File: src/rtl/regfile_wr_arbiter_pkg.sv
// Shared types and default sizes for the register-file write-port arbiter.
package regfile_arb_pkg;

   typedef enum logic {
      ST_IDLE  = 1'b0,
      ST_WRITE = 1'b1
   } arb_state_e;

   localparam int NREQ_DEF     = 4;
   localparam int ADDR_W_DEF   = 16;
   localparam int DATA_W_DEF   = 8;
   localparam int DEPTH_DEF    = 16;
   localparam int MAX_LOCK_DEF = 4;

endpackage

File: src/rtl/regfile_wr_arbiter_if.sv
// Requester handshake bundle plus the register-file write port driven by the arbiter.
interface regfile_wr_arbiter_if
   import regfile_arb_pkg::*;
#(
   parameter int NREQ   = NREQ_DEF,
   parameter int ADDR_W = ADDR_W_DEF,
   parameter int DATA_W = DATA_W_DEF
) ();

   logic [NREQ-1:0]        req;
   logic [NREQ-1:0]        lock;
   logic [NREQ*ADDR_W-1:0] req_addr;
   logic [NREQ*DATA_W-1:0] req_data;
   logic [NREQ-1:0]        ack;
   logic                   wr_en;
   logic [ADDR_W-1:0]      wr_addr;
   logic [DATA_W-1:0]      wr_data;
   logic                   busy;
   logic                   err;

   modport master (
      output req, lock, req_addr, req_data,
      input  ack, wr_en, wr_addr, wr_data, busy, err
   );

   modport slave (
      input  req, lock, req_addr, req_data,
      output ack, wr_en, wr_addr, wr_data, busy, err
   );

endinterface

File: src/rtl/regfile_wr_arbiter_rr_pick.sv
// Combinational round-robin picker: first asserted request at or above ptr, wrapping.
module rr_pick #(
   parameter int NREQ  = 4,
   parameter int PTR_W = 2
) (
   input  logic [NREQ-1:0]  req,
   input  logic [PTR_W-1:0] ptr,
   output logic [NREQ-1:0]  grant,
   output logic             any
);

   int   idx;
   logic found;

   always_comb begin
      grant = '0;
      found = 1'b0;
      idx   = 0;
      for (int k = 0; k < NREQ; k++) begin
         idx = int'(ptr) + k;
         if (idx >= NREQ) idx = idx - NREQ;
         if (req[idx] && !found) begin
            grant[idx] = 1'b1;
            found      = 1'b1;
         end
      end
   end

   assign any = |req;

endmodule

File: src/rtl/regfile_wr_arbiter.sv
// Round-robin write-port arbiter with burst lock for the 16x8 register file.
// Optional address range check: define REGFILE_ARB_ADDR_CHECK_EN.
//
// state    | meaning
// ST_IDLE  | sample requests, pick winner, latch its addr/data
// ST_WRITE | wr_en/ack pulse for the winner; advance ptr and lock count
module regfile_wr_arbiter
   import regfile_arb_pkg::*;
#(
   parameter int NREQ     = NREQ_DEF,
   parameter int ADDR_W   = ADDR_W_DEF,
   parameter int DATA_W   = DATA_W_DEF,
   parameter int DEPTH    = DEPTH_DEF,
   parameter int MAX_LOCK = MAX_LOCK_DEF
) (
   input logic                 clk,
   input logic                 rst,
   regfile_wr_arbiter_if.slave bus
);

   localparam int PTR_W = (NREQ > 1) ? $clog2(NREQ) : 1;
   localparam int CNT_W = $clog2(MAX_LOCK + 1);
`ifdef REGFILE_ARB_ADDR_CHECK_EN
   localparam bit ADDR_CHK = 1'b1;
`else
   localparam bit ADDR_CHK = 1'b0;
`endif

   arb_state_e        state_q, state_d;
   logic [PTR_W-1:0]  ptr_q, ptr_d;
   logic [PTR_W-1:0]  owner_q, owner_d;
   logic [CNT_W-1:0]  lock_cnt_q, lock_cnt_d;
   logic              own_lock_q, own_lock_d;
   logic [NREQ-1:0]   ack_q, ack_d;
   logic              wr_en_q, wr_en_d;
   logic              busy_q, busy_d;
   logic              err_q, err_d;
   logic [ADDR_W-1:0] wr_addr_q, wr_addr_d;
   logic [DATA_W-1:0] wr_data_q, wr_data_d;

   logic [NREQ-1:0]   rr_grant;
   logic              rr_any;
   logic [PTR_W-1:0]  rr_idx, win;
   logic              keep_owner, in_range;
   logic [ADDR_W-1:0] win_addr;
   logic [DATA_W-1:0] win_data;

   rr_pick #(.NREQ(NREQ), .PTR_W(PTR_W)) u_rr_pick (
      .req   (bus.req),
      .ptr   (ptr_q),
      .grant (rr_grant),
      .any   (rr_any)
   );

   always_comb begin
      rr_idx = '0;
      for (int i = 0; i < NREQ; i++)
         if (rr_grant[i]) rr_idx = PTR_W'(i);
   end

   assign keep_owner = own_lock_q && bus.req[owner_q] && (lock_cnt_q < CNT_W'(MAX_LOCK));
   assign win        = keep_owner ? owner_q : rr_idx;
   assign win_addr   = bus.req_addr[int'(win)*ADDR_W +: ADDR_W];
   assign win_data   = bus.req_data[int'(win)*DATA_W +: DATA_W];
   assign in_range   = (32'(win_addr) < 32'(DEPTH));

   always_comb begin
      state_d    = state_q;
      ptr_d      = ptr_q;
      owner_d    = owner_q;
      lock_cnt_d = lock_cnt_q;
      own_lock_d = own_lock_q;
      ack_d      = '0;
      wr_en_d    = 1'b0;
      busy_d     = 1'b0;
      err_d      = 1'b0;
      wr_addr_d  = wr_addr_q;
      wr_data_d  = wr_data_q;
      case (state_q)
         ST_IDLE: begin
            if (rr_any) begin
               state_d    = ST_WRITE;
               busy_d     = 1'b1;
               ack_d[win] = 1'b1;
               wr_en_d    = !ADDR_CHK || in_range;
               err_d      = ADDR_CHK && !in_range;
               wr_addr_d  = win_addr;
               wr_data_d  = win_data;
               owner_d    = win;
               own_lock_d = bus.lock[win];
               // an exhausted burst loses priority and restarts its count
               if (lock_cnt_q >= CNT_W'(MAX_LOCK)) lock_cnt_d = '0;
            end
         end
         ST_WRITE: begin
            state_d    = ST_IDLE;
            ptr_d      = (owner_q == PTR_W'(NREQ - 1)) ? '0 : owner_q + 1'b1;
            lock_cnt_d = own_lock_q ? lock_cnt_q + 1'b1 : '0;
         end
         default: state_d = ST_IDLE;
      endcase
   end

   always_ff @(posedge clk or negedge rst) begin
      if (!rst) begin
         state_q    <= ST_IDLE;
         ptr_q      <= '0;
         owner_q    <= '0;
         lock_cnt_q <= '0;
         own_lock_q <= 1'b0;
         ack_q      <= '0;
         wr_en_q    <= 1'b0;
         busy_q     <= 1'b0;
         err_q      <= 1'b0;
         wr_addr_q  <= '0;
         wr_data_q  <= '0;
      end else begin
         state_q    <= state_d;
         ptr_q      <= ptr_d;
         owner_q    <= owner_d;
         lock_cnt_q <= lock_cnt_d;
         own_lock_q <= own_lock_d;
         ack_q      <= ack_d;
         wr_en_q    <= wr_en_d;
         busy_q     <= busy_d;
         err_q      <= err_d;
         wr_addr_q  <= wr_addr_d;
         wr_data_q  <= wr_data_d;
      end
   end

   assign bus.ack     = ack_q;
   assign bus.wr_en   = wr_en_q;
   assign bus.wr_addr = wr_addr_q;
   assign bus.wr_data = wr_data_q;
   assign bus.busy    = busy_q;
   assign bus.err     = err_q;

endmodule
File: src/flat_wrapper.sv
// flat-port wrapper written by rule: the top's interface ports become plain ports
module regfile_wr_arbiter_flat import regfile_arb_pkg::*;
#(
   parameter int NREQ     = NREQ_DEF,
   parameter int ADDR_W   = ADDR_W_DEF,
   parameter int DATA_W   = DATA_W_DEF,
   parameter int DEPTH    = DEPTH_DEF,
   parameter int MAX_LOCK = MAX_LOCK_DEF
)
  (clk, rst, bus_req, bus_lock, bus_req_addr, bus_req_data, bus_ack, bus_wr_en, bus_wr_addr, bus_wr_data, bus_busy, bus_err);
  regfile_wr_arbiter_if #(.NREQ(NREQ), .ADDR_W(ADDR_W), .DATA_W(DATA_W)) bus_i ();
  input logic clk;
  input logic rst;
  input wire logic [$bits(bus_i.req)-1:0] bus_req;
  input wire logic [$bits(bus_i.lock)-1:0] bus_lock;
  input wire logic [$bits(bus_i.req_addr)-1:0] bus_req_addr;
  input wire logic [$bits(bus_i.req_data)-1:0] bus_req_data;
  output wire logic [$bits(bus_i.ack)-1:0] bus_ack;
  output wire logic [$bits(bus_i.wr_en)-1:0] bus_wr_en;
  output wire logic [$bits(bus_i.wr_addr)-1:0] bus_wr_addr;
  output wire logic [$bits(bus_i.wr_data)-1:0] bus_wr_data;
  output wire logic [$bits(bus_i.busy)-1:0] bus_busy;
  output wire logic [$bits(bus_i.err)-1:0] bus_err;
  assign bus_i.req = bus_req;
  assign bus_i.lock = bus_lock;
  assign bus_i.req_addr = bus_req_addr;
  assign bus_i.req_data = bus_req_data;
  assign bus_ack = bus_i.ack;
  assign bus_wr_en = bus_i.wr_en;
  assign bus_wr_addr = bus_i.wr_addr;
  assign bus_wr_data = bus_i.wr_data;
  assign bus_busy = bus_i.busy;
  assign bus_err = bus_i.err;
  regfile_wr_arbiter #(.NREQ(NREQ), .ADDR_W(ADDR_W), .DATA_W(DATA_W), .DEPTH(DEPTH), .MAX_LOCK(MAX_LOCK)) u_core (.clk(clk), .rst(rst), .bus(bus_i));
endmodule
File: config.mk
export PLATFORM = sky130hd
export DESIGN_NAME = regfile_wr_arbiter_flat
export DESIGN_NICKNAME = d
export VERILOG_FILES = /design/src/rtl/regfile_wr_arbiter_pkg.sv /design/src/rtl/regfile_wr_arbiter_if.sv /design/src/rtl/regfile_wr_arbiter_rr_pick.sv /design/src/rtl/regfile_wr_arbiter.sv /design/src/flat_wrapper.sv
export SDC_FILE = /design/constraint.sdc
export NUM_CORES = 1
export LEC_CHECK = 0
export CORE_ASPECT_RATIO = 1.1
export CORE_MARGIN = 2
export CORE_UTILIZATION = 45
export CTS_BUF_LIST = sky130_fd_sc_hd__clkbuf_4 sky130_fd_sc_hd__clkbuf_8
export DETAILED_ROUTE_END_ITERATION = 6
export GPL_ROUTABILITY_DRIVEN = 0
export GPL_TIMING_DRIVEN = 0
export MAX_ROUTING_LAYER = met4
export PLACE_DENSITY = 0.88
export RECOVER_POWER = 50
export SLEW_MARGIN = 20
export SYNTH_ARGS = -nofsm -noshare
export SYNTH_HDL_FRONTEND = slang
export SYNTH_HIERARCHICAL = 1
export SYNTH_SLANG_ARGS = --single-unit
export TNS_END_PERCENT = 30
File: constraint.sdc
create_clock -name clk -period 7.1 [get_ports clk]
set_input_delay 1.775 -clock clk [delete_from_list [all_inputs] [get_ports clk]]
set_output_delay 1.775 -clock clk [all_outputs]
set_load 0.02 [all_outputs]
### After elaboration in Yosys (flattened, before gate mapping)

Cells that the tools add are included.

| word-level totals | value |
|---|---|
| output and inout bits | 31 |
| register bits | 38 |
| input port bits | 106 |

| operators by class | value |
|---|---|
| eq/ne operators | 3 |
| bitwise logic cells | 4 |
| mux-type cells | 51 |
| $add $sub $neg | 9 |
| order comparisons | 17 |
| shifts and indexed selects | 2 |
| reductions and logical operators | 16 |

Operators by type and width:

| kind | count |
|---|---|
| $ge 32x1->1 const B | 4 |
| $lt 32x4->1 const B | 4 |
| $mux 32 | 4 |
| $shiftx 64x7->16 | 1 |
| $shiftx 32x6->8 | 1 |
| $mux 4 | 6 |
| $mux 1 | 21 |
| $bmux 1 s2 | 6 |
| $ge 3x3->1 const B | 4 |
| $or 4x4->4 | 3 |
| $sub 3x3->4 const B | 3 |
| $demux 1 s2 | 5 |
| $logic_and 1x1->1 | 10 |
| $mux 3 | 3 |
| $mux 2 | 4 |
| $add 2x2->3 const B | 2 |
| $lt 2x3->1 const B | 2 |
| $pmux 3 s2 | 1 |
| $ne 2x1->1 const B | 2 |
| $reduce_and 2->1 | 2 |
| $reduce_or 4->1 | 1 |
| $sub 2x3->4 const B | 1 |
| $add 2x1->3 const B | 1 |
| $add 3x1->3 const B | 1 |
| 8 further kinds | 10 |

### Logic depth before layout (Yosys ltp)

Gate-level depths: netlist (run 1).

| depth | value |
|---|---|
| depth after elaboration | 25 |
| mapped depth | 13 |
| depth with buffers taken out | 11 |

### Cells and area by module

The synthesis (run 1) kept the hierarchy.

By module, submodules not included:

| module | sequential area each (µm²) | instances | cells an instance | area each (µm²) |
|---|---|---|---|---|
| regfile_wr_arbiter | 925.9 | 1 | 257 | 2424.8 |
| rr_pick | 0.0 | 1 | 33 | 335.3 |

### Worst setup path after synthesis (run 1)

No wires, ideal clock.

| path | value |
|---|---|
| kind | in2reg |
| start | in bus_req[3] |
| end | reg u_core.wr_addr_q[12], in the netlist u_core/bus.wr_addr[12] |
| buffers on the path | 2 |
| arrival time | 3.948 ns |
| setup slack | 3.016 ns |
| stages on the path | 10 |
| cell sequence | mux4_2 -> nor4b_4 -> a221o_1 -> nor2b_1 -> or2_2 -> mux2i_4 -> buf_6 -> buf_6 -> mux2i_1 -> a32oi_1 |

| on the way | value |
|---|---|
| elaborated cells on any way between the ends | 39 |
| those cells by class | shift: 1; mux: 25; bitwise: 3; reduce/logical: 10 |

RTL lines:

| what | line | RTL |
|---|---|---|
| start: declaration | flat_wrapper.sv:14 | `input wire logic [$bits(bus_i.req)-1:0] bus_req;` |
| $bmux 1 s2 | regfile_wr_arbiter_rr_pick.sv:22 | `if (req[idx] && !found) begin` |
| $mux 1 (implied by the code) (2 in series) | regfile_wr_arbiter_rr_pick.sv:22 |  |
| $mux 1 | regfile_wr_arbiter_rr_pick.sv:22 |  |
| $logic_not 1->1 | regfile_wr_arbiter_rr_pick.sv:22 |  |
| $logic_and 1x1->1 | regfile_wr_arbiter_rr_pick.sv:22 |  |
| $mux 1 | regfile_wr_arbiter_rr_pick.sv:22 |  |
| $logic_not 1->1 | regfile_wr_arbiter_rr_pick.sv:22 |  |
| $logic_and 1x1->1 | regfile_wr_arbiter_rr_pick.sv:22 |  |
| $mux 1 | regfile_wr_arbiter_rr_pick.sv:22 |  |
| $logic_not 1->1 | regfile_wr_arbiter_rr_pick.sv:22 |  |
| $logic_and 1x1->1 | regfile_wr_arbiter_rr_pick.sv:22 |  |
| $mux 4 (*) | regfile_wr_arbiter_rr_pick.sv:22 |  |
| named net u_core.rr_grant[2] | regfile_wr_arbiter.sv:41 | `logic [NREQ-1:0] rr_grant;` |
| $mux 2 (*) (2 in series) | regfile_wr_arbiter.sv:58 | `if (rr_grant[i]) rr_idx = PTR_W'(i);` |
| $mux 2 (*) | regfile_wr_arbiter.sv:62 | `assign win = keep_owner ? owner_q : rr_idx;` |
| $shiftx 64x7->16 (*) | regfile_wr_arbiter.sv:63 | `assign win_addr = bus.req_addr[int'(win)*ADDR_W +: ADDR_W];` |
| end signal: assignment | regfile_wr_arbiter.sv:127 | `wr_addr_q <= wr_addr_d;` |
| end: declaration | regfile_wr_arbiter.sv:38 | `logic [ADDR_W-1:0] wr_addr_q, wr_addr_d;` |

The timed path passes the listed nets; every way through them passes the cells marked *. The select of a mux whose other input is x is not followed.
A chain may end at the register's enable or synchronous reset.

### Worst setup path in the final report (run 1)

| path | value |
|---|---|
| start | in bus_req[1] |
| end | reg u_core.wr_addr_q[13], in the netlist u_core/bus.wr_addr[13] |

| on the way | value |
|---|---|
| elaborated cells on any way between the ends | 39 |
| those cells by class | shift: 1; mux: 25; bitwise: 3; reduce/logical: 10 |

RTL lines:

| what | line |
|---|---|
| $bmux 1 s2 | regfile_wr_arbiter_rr_pick.sv:22 |
| $mux 1 (implied by the code) (2 in series) | regfile_wr_arbiter_rr_pick.sv:22 |
| $mux 1 | regfile_wr_arbiter_rr_pick.sv:22 |
| $logic_not 1->1 | regfile_wr_arbiter_rr_pick.sv:22 |
| $logic_and 1x1->1 | regfile_wr_arbiter_rr_pick.sv:22 |
| $mux 1 | regfile_wr_arbiter_rr_pick.sv:22 |
| $logic_not 1->1 | regfile_wr_arbiter_rr_pick.sv:22 |
| $logic_and 1x1->1 | regfile_wr_arbiter_rr_pick.sv:22 |
| $mux 1 | regfile_wr_arbiter_rr_pick.sv:22 |
| $logic_not 1->1 | regfile_wr_arbiter_rr_pick.sv:22 |
| $logic_and 1x1->1 | regfile_wr_arbiter_rr_pick.sv:22 |
| $mux 4 (*) | regfile_wr_arbiter_rr_pick.sv:22 |
| named net u_core.rr_grant[3] | regfile_wr_arbiter.sv:41 |
| $mux 2 (*) | regfile_wr_arbiter.sv:58 |
| $mux 2 (*) | regfile_wr_arbiter.sv:62 |
| $shiftx 64x7->16 (*) | regfile_wr_arbiter.sv:63 |

Marks and branches as above.

==> flow_summary.toml, run 1 <==
[detailed_routing]
drt_iter0_markers = 236
drc = 0
antenna_left = 0
viasPerCell = 5.91
vias = 2997
first_pass_iters = 4
avgRoutedWirePerCell_um = 18.7
wirelength_um = 9490

[timing]
fin_crit_sh_pct = 71.3
skew_ps = 2.83
slew-limit-headroom_pct = 0.391
fmax_ghz = 0.198
period_needed_ps = 5060
maxSlewViolCount = 0
setup_tns_ps = 0
finalSetupViolations = 0
hold_viol = 0
worst-slew-pin-transition_ps = 1490
hold_ws_ps = 526
rsz0062_at_grt = "no"

[pwr]
switching_power_uw = 1060
comb_power_share_pct = 73.4
p_clk_share_pct = 7.0
swShare_pct = 48.1
p_seq_share_pct = 19.6
p_leak_uw = 0.00168
ir_drop_v = 0.000440
p_int_uw = 1140
cellPowerDensity_mw_per_mm2 = 515

[critical_path]
required_ps = 7300
r2r_start = "u_core/ptr_q[0]"
critPathKind = "in -> reg"
slowest_delay_ps = 680
end_kind = "flip-flop"
reg2reg_depth = 10
worstPathArrival_ps = 5260
cp_slowest_cell = "nor3_1"
r2r_end = "u_core/bus.wr_addr[13]"
cp.depth = 9
startpoint = "bus_req[1]"
critPathLaunchType = "input port"
path_max_fanout = 10
endpoint = "u_core/bus.wr_addr[13]"
cp_num_buf_inv = 2
path_delay_family = "buffers and inverters"
r2r_setup_slack_ps = 3280
path_cells = "dlygate4sd3_1 -> mux4_2 -> nor4b_4 -> a221o_1 -> a211oi_1 -> nor3_1 -> clkbuf_1 -> a21oi_1 -> a32oi_1"

[synth]
syn_nets = 402
synthCells = 286
syn-cell-area_sq_mm = 0.00274
syn_area_per_cell_sq_um = 9.57
yosysWarnings = 6

[final_layout]
postLayoutCoreUtil_pct = 73.2
nets = 545
register_area_sq_um = 926
diodes = 0
multiInputGateArea_sq_mm = 0.00167
syn2layout_area_growth_pct = 56.1
drive_above_1_share_pct = 11.4
fillerInstances = 459

[global_routing]
grt_busiest_layer = "met2"
grt_max_degree = 28
grt_pass1_wl_um = 15200
overflow = 0
grt_usage_pct = 29.8
grt_pass1_vias = 3093
grt_use_met3_pct = 5.26
antenna_found_initial = 0
use_met1_pct = 35.4
gr-usage-met2_pct = 51.4

[floorplanning]
start_util_pct = 46.9
rows = 29
die-area_sq_mm = 0.00672
pin_count = 137
core_area_sq_mm = 0.00584
fp.dieH_um = 85.8
die_w_um = 78.4

[clock_tree]
cts-root-buf = "clkbuf_8"
clk_pin_slew_worst_paths_ps = 70
clock_sinks = 37
cts_buffer_depth = 2
hold_buffers = 0
cts_resized = 0
numCtsBuffers = 5
cts_setup_buffers = 0
htreeDepth = 2
clock_latency_ps = 290
cts_tree = "yes"

[status]
violations = "capacitance limit"
status = "complete, but fails checks"

[run]
max_cap_viol_count = 1

[min_path]
hold_path.class = "reg -> reg"
whs_path_depth = 1

[placement]
dpl.hpwl_um = 7180
port_buffers = 135
[flip-flops by register name (all words and copies together) (netlist names)]
name	flops
u_core/bus.ack	4
u_core/bus.busy	1
u_core/bus.wr_addr	16
u_core/bus.wr_data	8
u_core/lock_cnt_q	3
u_core/own_lock_q	1
u_core/owner_q	2
u_core/ptr_q	2
[per-layer routing]
metal	wire length, um	vias to the layer above
met5	0	-
met4	230	0
met3	736	22
met2	4860	160
met1	3670	1427
li1	-	1388
[layout make-up]
| type | count | area share [%] |
|---|---|---|
| Multi-Input combinational cell | 220 | 39.0 |
| Timing Repair Buffer | 136 | 31.6 |
| Inverter | 4 | 0.351 |
| Buffer | 25 | 3.04 |
| Clock buffer | 8 | 2.14 |
| Tap cell | 77 | 2.25 |
| Sequential cell | 37 | 21.7 |
[worst min-delay path by stage]
stage | start | to | slack (ps)
3_3_place_gp | u_core/lock_cnt_q[0] | u_core/lock_cnt_q[0] | 490
6_report | u_core/lock_cnt_q[2] | u_core/lock_cnt_q[2] | 530
5_1_grt | u_core/lock_cnt_q[0] | u_core/lock_cnt_q[0] | 570
2_1_floorplan | u_core/lock_cnt_q[0] | u_core/lock_cnt_q[0] | 460
3_5_place_dp | u_core/lock_cnt_q[2] | u_core/lock_cnt_q[2] | 520
4_1_cts | u_core/lock_cnt_q[2] | u_core/lock_cnt_q[2] | 530
[power groups by stage]
stage	Clock, uW	Combinational [uW]	Sequential [uW]
3_5_place_dp	0	1590	433
5_1_grt	166	1730	448
6_report	155	1620	431
2_1_floorplan	0	1000	505
4_1_cts	156	1610	431
3_3_place_gp	0	1540	427
[stage by stage]
stage | area, sq um | setup WS (ps) | power [uW] | std cells
floorplan | 2740 | 3060 | 1510 | 286
global placement | 4190 | 2120 | 1970 | 498
detailed placement | 4200 | 1900 | 2030 | 499
CTS | 4290 | 2230 | 2200 | 507
global route | 4270 | 1890 | 2350 | 507
finish | 4270 | 2040 | 2200 | 507
[layout by cell type (no fill, tap or decap), types with 2 or more instances in the layout]
cell type          n
a21oi_1           27
a221o_1            3
a31oi_1            2
a32oi_1           25
buf_2              5
buf_4              4
buf_6              2
clkbuf_1          15
clkbuf_4           3
clkbuf_8           5
clkdlybuf4s50_1  123
dfrtp_1           37
dlygate4sd3_1     11
ha_1              10
inv_1              4
mux2_2             3
mux2i_1           26
mux4_2             3
nand2_1           13
nand3_1            3
nor2_1             6
o211ai_1          25
o21ai_0           31
or2_0              2
or2_1              5
or2_2             20
Power figures use the tool's default switching activity.
==> run 2: changes to the inputs <==
--- a/config.mk
+++ b/config.mk
@@ -7,13 +7,13 @@
 export LEC_CHECK = 0
 export CORE_ASPECT_RATIO = 1.1
 export CORE_MARGIN = 2
-export CORE_UTILIZATION = 45
+export CORE_UTILIZATION = 38
 export CTS_BUF_LIST = sky130_fd_sc_hd__clkbuf_4 sky130_fd_sc_hd__clkbuf_8
 export DETAILED_ROUTE_END_ITERATION = 6
 export GPL_ROUTABILITY_DRIVEN = 0
 export GPL_TIMING_DRIVEN = 0
 export MAX_ROUTING_LAYER = met4
-export PLACE_DENSITY = 0.88
+export PLACE_DENSITY = 0.79
 export RECOVER_POWER = 50
 export SLEW_MARGIN = 20
 export SYNTH_ARGS = -nofsm -noshare
==> constraint.sdc (replaced) <==
create_clock -name clk -period 4.3 [get_ports clk]
set_input_delay 1.075 -clock clk [delete_from_list [all_inputs] [get_ports clk]]
set_output_delay 1.075 -clock clk [all_outputs]
set_load 0.02 [all_outputs]
==> run 2 against run 1 <==
The run ends with capacitance limit, slew limit left. Final cell count is 1.6% higher. Flip-flop and latch count stayed put. Final area grew 1.0%. Via count down 2.1%. Sequential share of layout area is 0.22 points lower. Count of clock-buffer cells in the layout decreased by 1. Wire length down 3.9%. Clock skew rose by 5.7 ps. Sequential power rose by 64%. Combinational power is 62% higher. Worst hold slack worse by 1.2 ps. First-iteration DRC count fell by 62%. Critical endpoint is now u_core/bus.wr_data[1]. Largest power group unchanged. Highest routed layer unchanged.
==> flow_summary.toml, run 2 (synthesized netlist as in run 1, its figures left out) <==
[status]
status = "complete, but fails checks"
violations = "capacitance limit, slew limit"

[critical_path]
critPathLaunchType = "input port"
startpoint = "bus_req[3]"
r2r_end = "u_core/bus.wr_data[1]"
endpoint = "u_core/bus.wr_data[1]"
end_kind = "flip-flop"
worstPathArrival_ps = 4120
reg2reg_depth = 12
r2r_setup_slack_ps = 770
required_ps = 4500
path_delay_family = "buffers and inverters"
slowest_delay_ps = 610
cp_slowest_cell = "mux4_2"
cp.depth = 11
cp_num_buf_inv = 3
r2r_start = "u_core/ptr_q[0]"
path_cells = "clkdlybuf4s50_1 -> mux4_2 -> nor4b_4 -> a221o_1 -> nor2b_1 -> or2_2 -> mux2i_4 -> buf_6 -> buf_2 -> o211ai_1 -> a32oi_1"
path_max_fanout = 10
critPathKind = "in -> reg"

[pwr]
swShare_pct = 46.7
comb_power_share_pct = 71.9
ir_drop_v = 0.000524
switching_power_uw = 1710
p_int_uw = 1950
p_seq_share_pct = 19.4
p_clk_share_pct = 8.8
cellPowerDensity_mw_per_mm2 = 847
p_total_uw = 3660
p_leak_uw = 0.00169

[final_layout]
drive_above_1_share_pct = 11.6
final_area_sq_mm = 0.00432
diodes = 0
largest_register_ffs = 16
layout_commonest_cell = "clkdlybuf4s50_1"
final_cell_mix = "clkdlybuf4s50_1 (123), dfrtp_1 (37), o21ai_0 (31)"
syn2layout_area_growth_pct = 57.7
fin_cells = 515
nets = 545

[timing]
hold_viol = 0
skew_ps = 8.57
fin_crit_sh_pct = 91.1
finalSetupViolations = 0
worst-slew-pin-transition_ps = 1700
hold_ws_ps = 525
fmax_ghz = 0.255
period_needed_ps = 3920
maxSlewViolCount = 32
slew-limit-headroom_pct = -13.6
rsz0062_at_grt = "no"

[clock_tree]
clk_pin_slew_worst_paths_ps = 70
cts_buffer_depth = 2
clock_latency_ps = 290
cts_tree = "yes"
cts_setup_buffers = 0
cts-root-buf = "clkbuf_8"
clock_sinks = 37
numCtsBuffers = 5
htreeDepth = 2
cts_resized = 0
hold_buffers = 0

[global_routing]
antenna_found_initial = 0
grt_pass1_wl_um = 14500
grt_max_degree = 32
grt_usage_pct = 23.5
overflow = 0
grt_pass1_vias = 3007

[floorplanning]
die_w_um = 84.9
die-area_sq_mm = 0.00790
fp.dieH_um = 93.0
start_util_pct = 39.1
rows = 32
pin_count = 137
core_area_sq_mm = 0.00701

[placement]
placed_cells = 507
port_buffers = 135
dpl.hpwl_um = 6890
place_area_sq_mm = 0.00421

[run]
max_cap_viol_count = 1

[detailed_routing]
viasPerCell = 5.70
first_pass_iters = 4
vias = 2935
drc = 0
wirelength_um = 9120
drt_iter0_markers = 89
antenna_left = 0
avgRoutedWirePerCell_um = 17.7

[min_path]
hold_path.class = "reg -> reg"
[run 2: cell types whose count changed in the layout (fill, tap and decap cells not counted), sizes merged]
cell	previous run	this run
bufinv	0	1
clkbuf	23	22
[run 2: worst min-delay path by stage]
stage / depth (start not counted) / startpoint / end
after floorplan: 1 / u_core/lock_cnt_q[0] / u_core/lock_cnt_q[0]
after global placement: 1 / u_core/lock_cnt_q[0] / u_core/lock_cnt_q[0]
after detailed placement: 1 / u_core/lock_cnt_q[0] / u_core/lock_cnt_q[0]
after CTS: 1 / u_core/lock_cnt_q[0] / u_core/lock_cnt_q[0]
after global routing: 2 / u_core/owner_q[1] / u_core/owner_q[1]
final: 1 / u_core/lock_cnt_q[0] / u_core/lock_cnt_q[0]
[run 2: power groups by stage]
stage / Combinational (uW) / Sequential, uW / Clock [uW]
after detailed placement: 2620 / 714 / 0
after CTS: 2640 / 710 / 326
after global routing: 2830 / 743 / 340
final: 2630 / 708 / 321
after floorplan: 1660 / 835 / 0
after global placement: 2550 / 702 / 0
[run 2: metrics by stage]
stage,setup slack [ps],TNS (ps),utilization (%)
finish,383,0,61.6
floorplan,963,0,-
CTS,159,0,61.8
global route,188,0,61.6
detailed placement,-154,-1760,60.1
global placement,-61.2,-295,59.9
[run 2: worst reg2reg max path: stages, from the launching register on]
cell      delay (ps)
dfrtp_1          590
inv_1            170
ha_1             360
mux4_2           390
nor4b_4          350
a221o_1          230
nor2b_1           60
or2_2            310
mux2i_4          200
buf_6            180
buf_2            240
o211ai_1         130
a32oi_1          210
[run 2: routing by layer]
layer | track usage (%) | up-vias | routed length (um)
met2 | 40.1 | 119 | 4700
met1 | 28.5 | 1415 | 3730
met5 | - | - | 0
met4 | 7.54 | 0 | 204
met3 | 3.97 | 18 | 481
li1 | - | 1383 | -
[run 2: cell type report]
cell class	instances	area, sq um
Fill cell	604	2690
Multi-Input combinational cell	220	1670
Timing Repair Buffer	136	1350
Sequential cell	37	926
Buffer	25	130
Tap cell	85	106
Clock buffer	7	90.1
Clock inverter	1	30.0
Inverter	4	15.0
==> run 3: changes to the inputs <==
--- a/config.mk
+++ b/config.mk
@@ -13,7 +13,7 @@
 export GPL_ROUTABILITY_DRIVEN = 0
 export GPL_TIMING_DRIVEN = 0
 export MAX_ROUTING_LAYER = met4
-export PLACE_DENSITY = 0.79
+export PLACE_DENSITY = 0.88
 export RECOVER_POWER = 50
 export SLEW_MARGIN = 20
 export SYNTH_ARGS = -nofsm -noshare
==> run 3 against run 2 <==
The flow now finishes without violations. Clock power down 21%. Worst hold slack improved by 5.7 ps. Flip-flop and latch count unchanged. Critical endpoint is now u_core/bus.wr_addr[13].
==> flow_summary.toml, run 3 (synthesized netlist as in run 1, its figures left out) <==
[global_routing]
grt_pass1_vias = 3043
overflow = 0
grt_max_degree = 21
grt_pass1_wl_um = 14700
grt_usage_pct = 23.8
antenna_found_initial = 0

[detailed_routing]
avgRoutedWirePerCell_um = 18.0
viasPerCell = 5.72
first_pass_iters = 4
drt_iter0_markers = 121
drc = 0
antenna_left = 0
wirelength_um = 9240
vias = 2941

[critical_path]
slowest_delay_ps = 620
path_cells = "clkdlybuf4s50_1 -> mux4_2 -> nor4b_4 -> a221o_1 -> a211oi_1 -> nor3_2 -> clkbuf_1 -> a21oi_1 -> a32oi_1"
cp_slowest_cell = "mux4_2"
critPathLaunchType = "input port"
worstPathArrival_ps = 4210
end_kind = "flip-flop"
path_max_fanout = 10
critPathKind = "in -> reg"
required_ps = 4480

[floorplanning]
core_area_sq_mm = 0.00701
pin_count = 137
fp.dieH_um = 93.0
start_util_pct = 39.1
die_w_um = 84.9
rows = 32
die-area_sq_mm = 0.00790

[timing]
rsz0062_at_grt = "no"
worst-slew-pin-transition_ps = 1090
fmax_ghz = 0.248
slew-limit-headroom_pct = 27.6
hold_viol = 0
hold_ws_ps = 531
fin_crit_sh_pct = 93.7
skew_ps = 5.75
finalSetupViolations = 0
setup_tns_ps = 0
period_needed_ps = 4030
maxSlewViolCount = 0

[min_path]
hold_path.class = "reg -> reg"

[run]
max_cap_viol_count = 0

[final_layout]
final_cell_mix = "clkdlybuf4s50_1 (122), dfrtp_1 (37), o21ai_0 (31)"
layout_commonest_cell = "clkdlybuf4s50_1"
fin_cells = 514
largest_register_ffs = 16
nets = 545
diodes = 0
drive_above_1_share_pct = 11.4
syn2layout_area_growth_pct = 56.6

[placement]
dpl.hpwl_um = 7090
port_buffers = 135
placed_cells = 507

[clock_tree]
clk_pin_slew_worst_paths_ps = 70
cts_buffer_depth = 2
cts_resized = 0
htreeDepth = 2
numCtsBuffers = 5
hold_buffers = 0
clock_latency_ps = 280
cts_tree = "yes"
clock_sinks = 37
cts-root-buf = "clkbuf_8"
cts_setup_buffers = 0

[pwr]
cellPowerDensity_mw_per_mm2 = 839
p_leak_uw = 0.00168
ir_drop_v = 0.000500

[status]
status = "finished clean"
-- run 3: layout make-up --
class,instances,area [sq um]
Buffer,25,130
Clock buffer,7,90.1
Fill cell,602,2720
Inverter,4,15.0
Multi-Input combinational cell,220,1670
Sequential cell,37,926
Tap cell,85,106
Timing Repair Buffer,136,1350
-- run 3: through the flow --
| step | total power [uW] | setup WS (ps) | area, sq um | utilization, % |
|---|---|---|---|---|
| finish | 3600 | 271 | 4290 | 61.2 |
| global route | 3850 | 70.0 | 4290 | 61.2 |
| CTS | 3610 | 116 | 4310 | 61.5 |
| detailed placement | 3350 | -192 | 4220 | 60.2 |
| global placement | 3250 | -83.5 | 4200 | 59.9 |
| floorplan | 2490 | 963 | 2740 | - |
-- run 3: power breakdown --
group / internal [uW] / switching [uW]
clock: 134 / 120
sequential: 534 / 177
combinational: 1220 / 1410
total: 1890 / 1710
-- run 3: path summary, 6_finish.rpt --
| path | slack (ps) | endpoint | from | cells after the start |
|---|---|---|---|---|
| worst max-delay path | 270 | u_core/bus.wr_addr[13] | bus_req[0] | 9 |
| worst min-delay path | 530 | u_core/lock_cnt_q[0] | u_core/lock_cnt_q[0] | 1 |
| worst max register to register | 720 | u_core/bus.wr_addr[13] | u_core/ptr_q[0] | 10 |
| worst min register to register | 530 | u_core/lock_cnt_q[0] | u_core/lock_cnt_q[0] | 1 |
| max in group asynchronous | 1800 | u_core/lock_cnt_q[0] | rst | 2 |
| min in group asynchronous | 960 | u_core/bus.wr_addr[10] | rst | 1 |
-- run 3: critical path: cells and delay by family --
family / cells / cell delay, ps
buffers and inverters: 2 / 970
AO/OA/AOI/OAI: 4 / 710
AND/OR/NAND/NOR: 2 / 830
multiplexers: 1 / 620
-- run 3: metal layers --
layer | track usage, % | wire [um] | vias to the layer above
met4 | 7.41 | 113 | 0
met1 | 29.1 | 3760 | 1433
met3 | 2.56 | 504 | 10
met5 | - | 0 | -
met2 | 41.6 | 4860 | 124
li1 | - | - | 1374
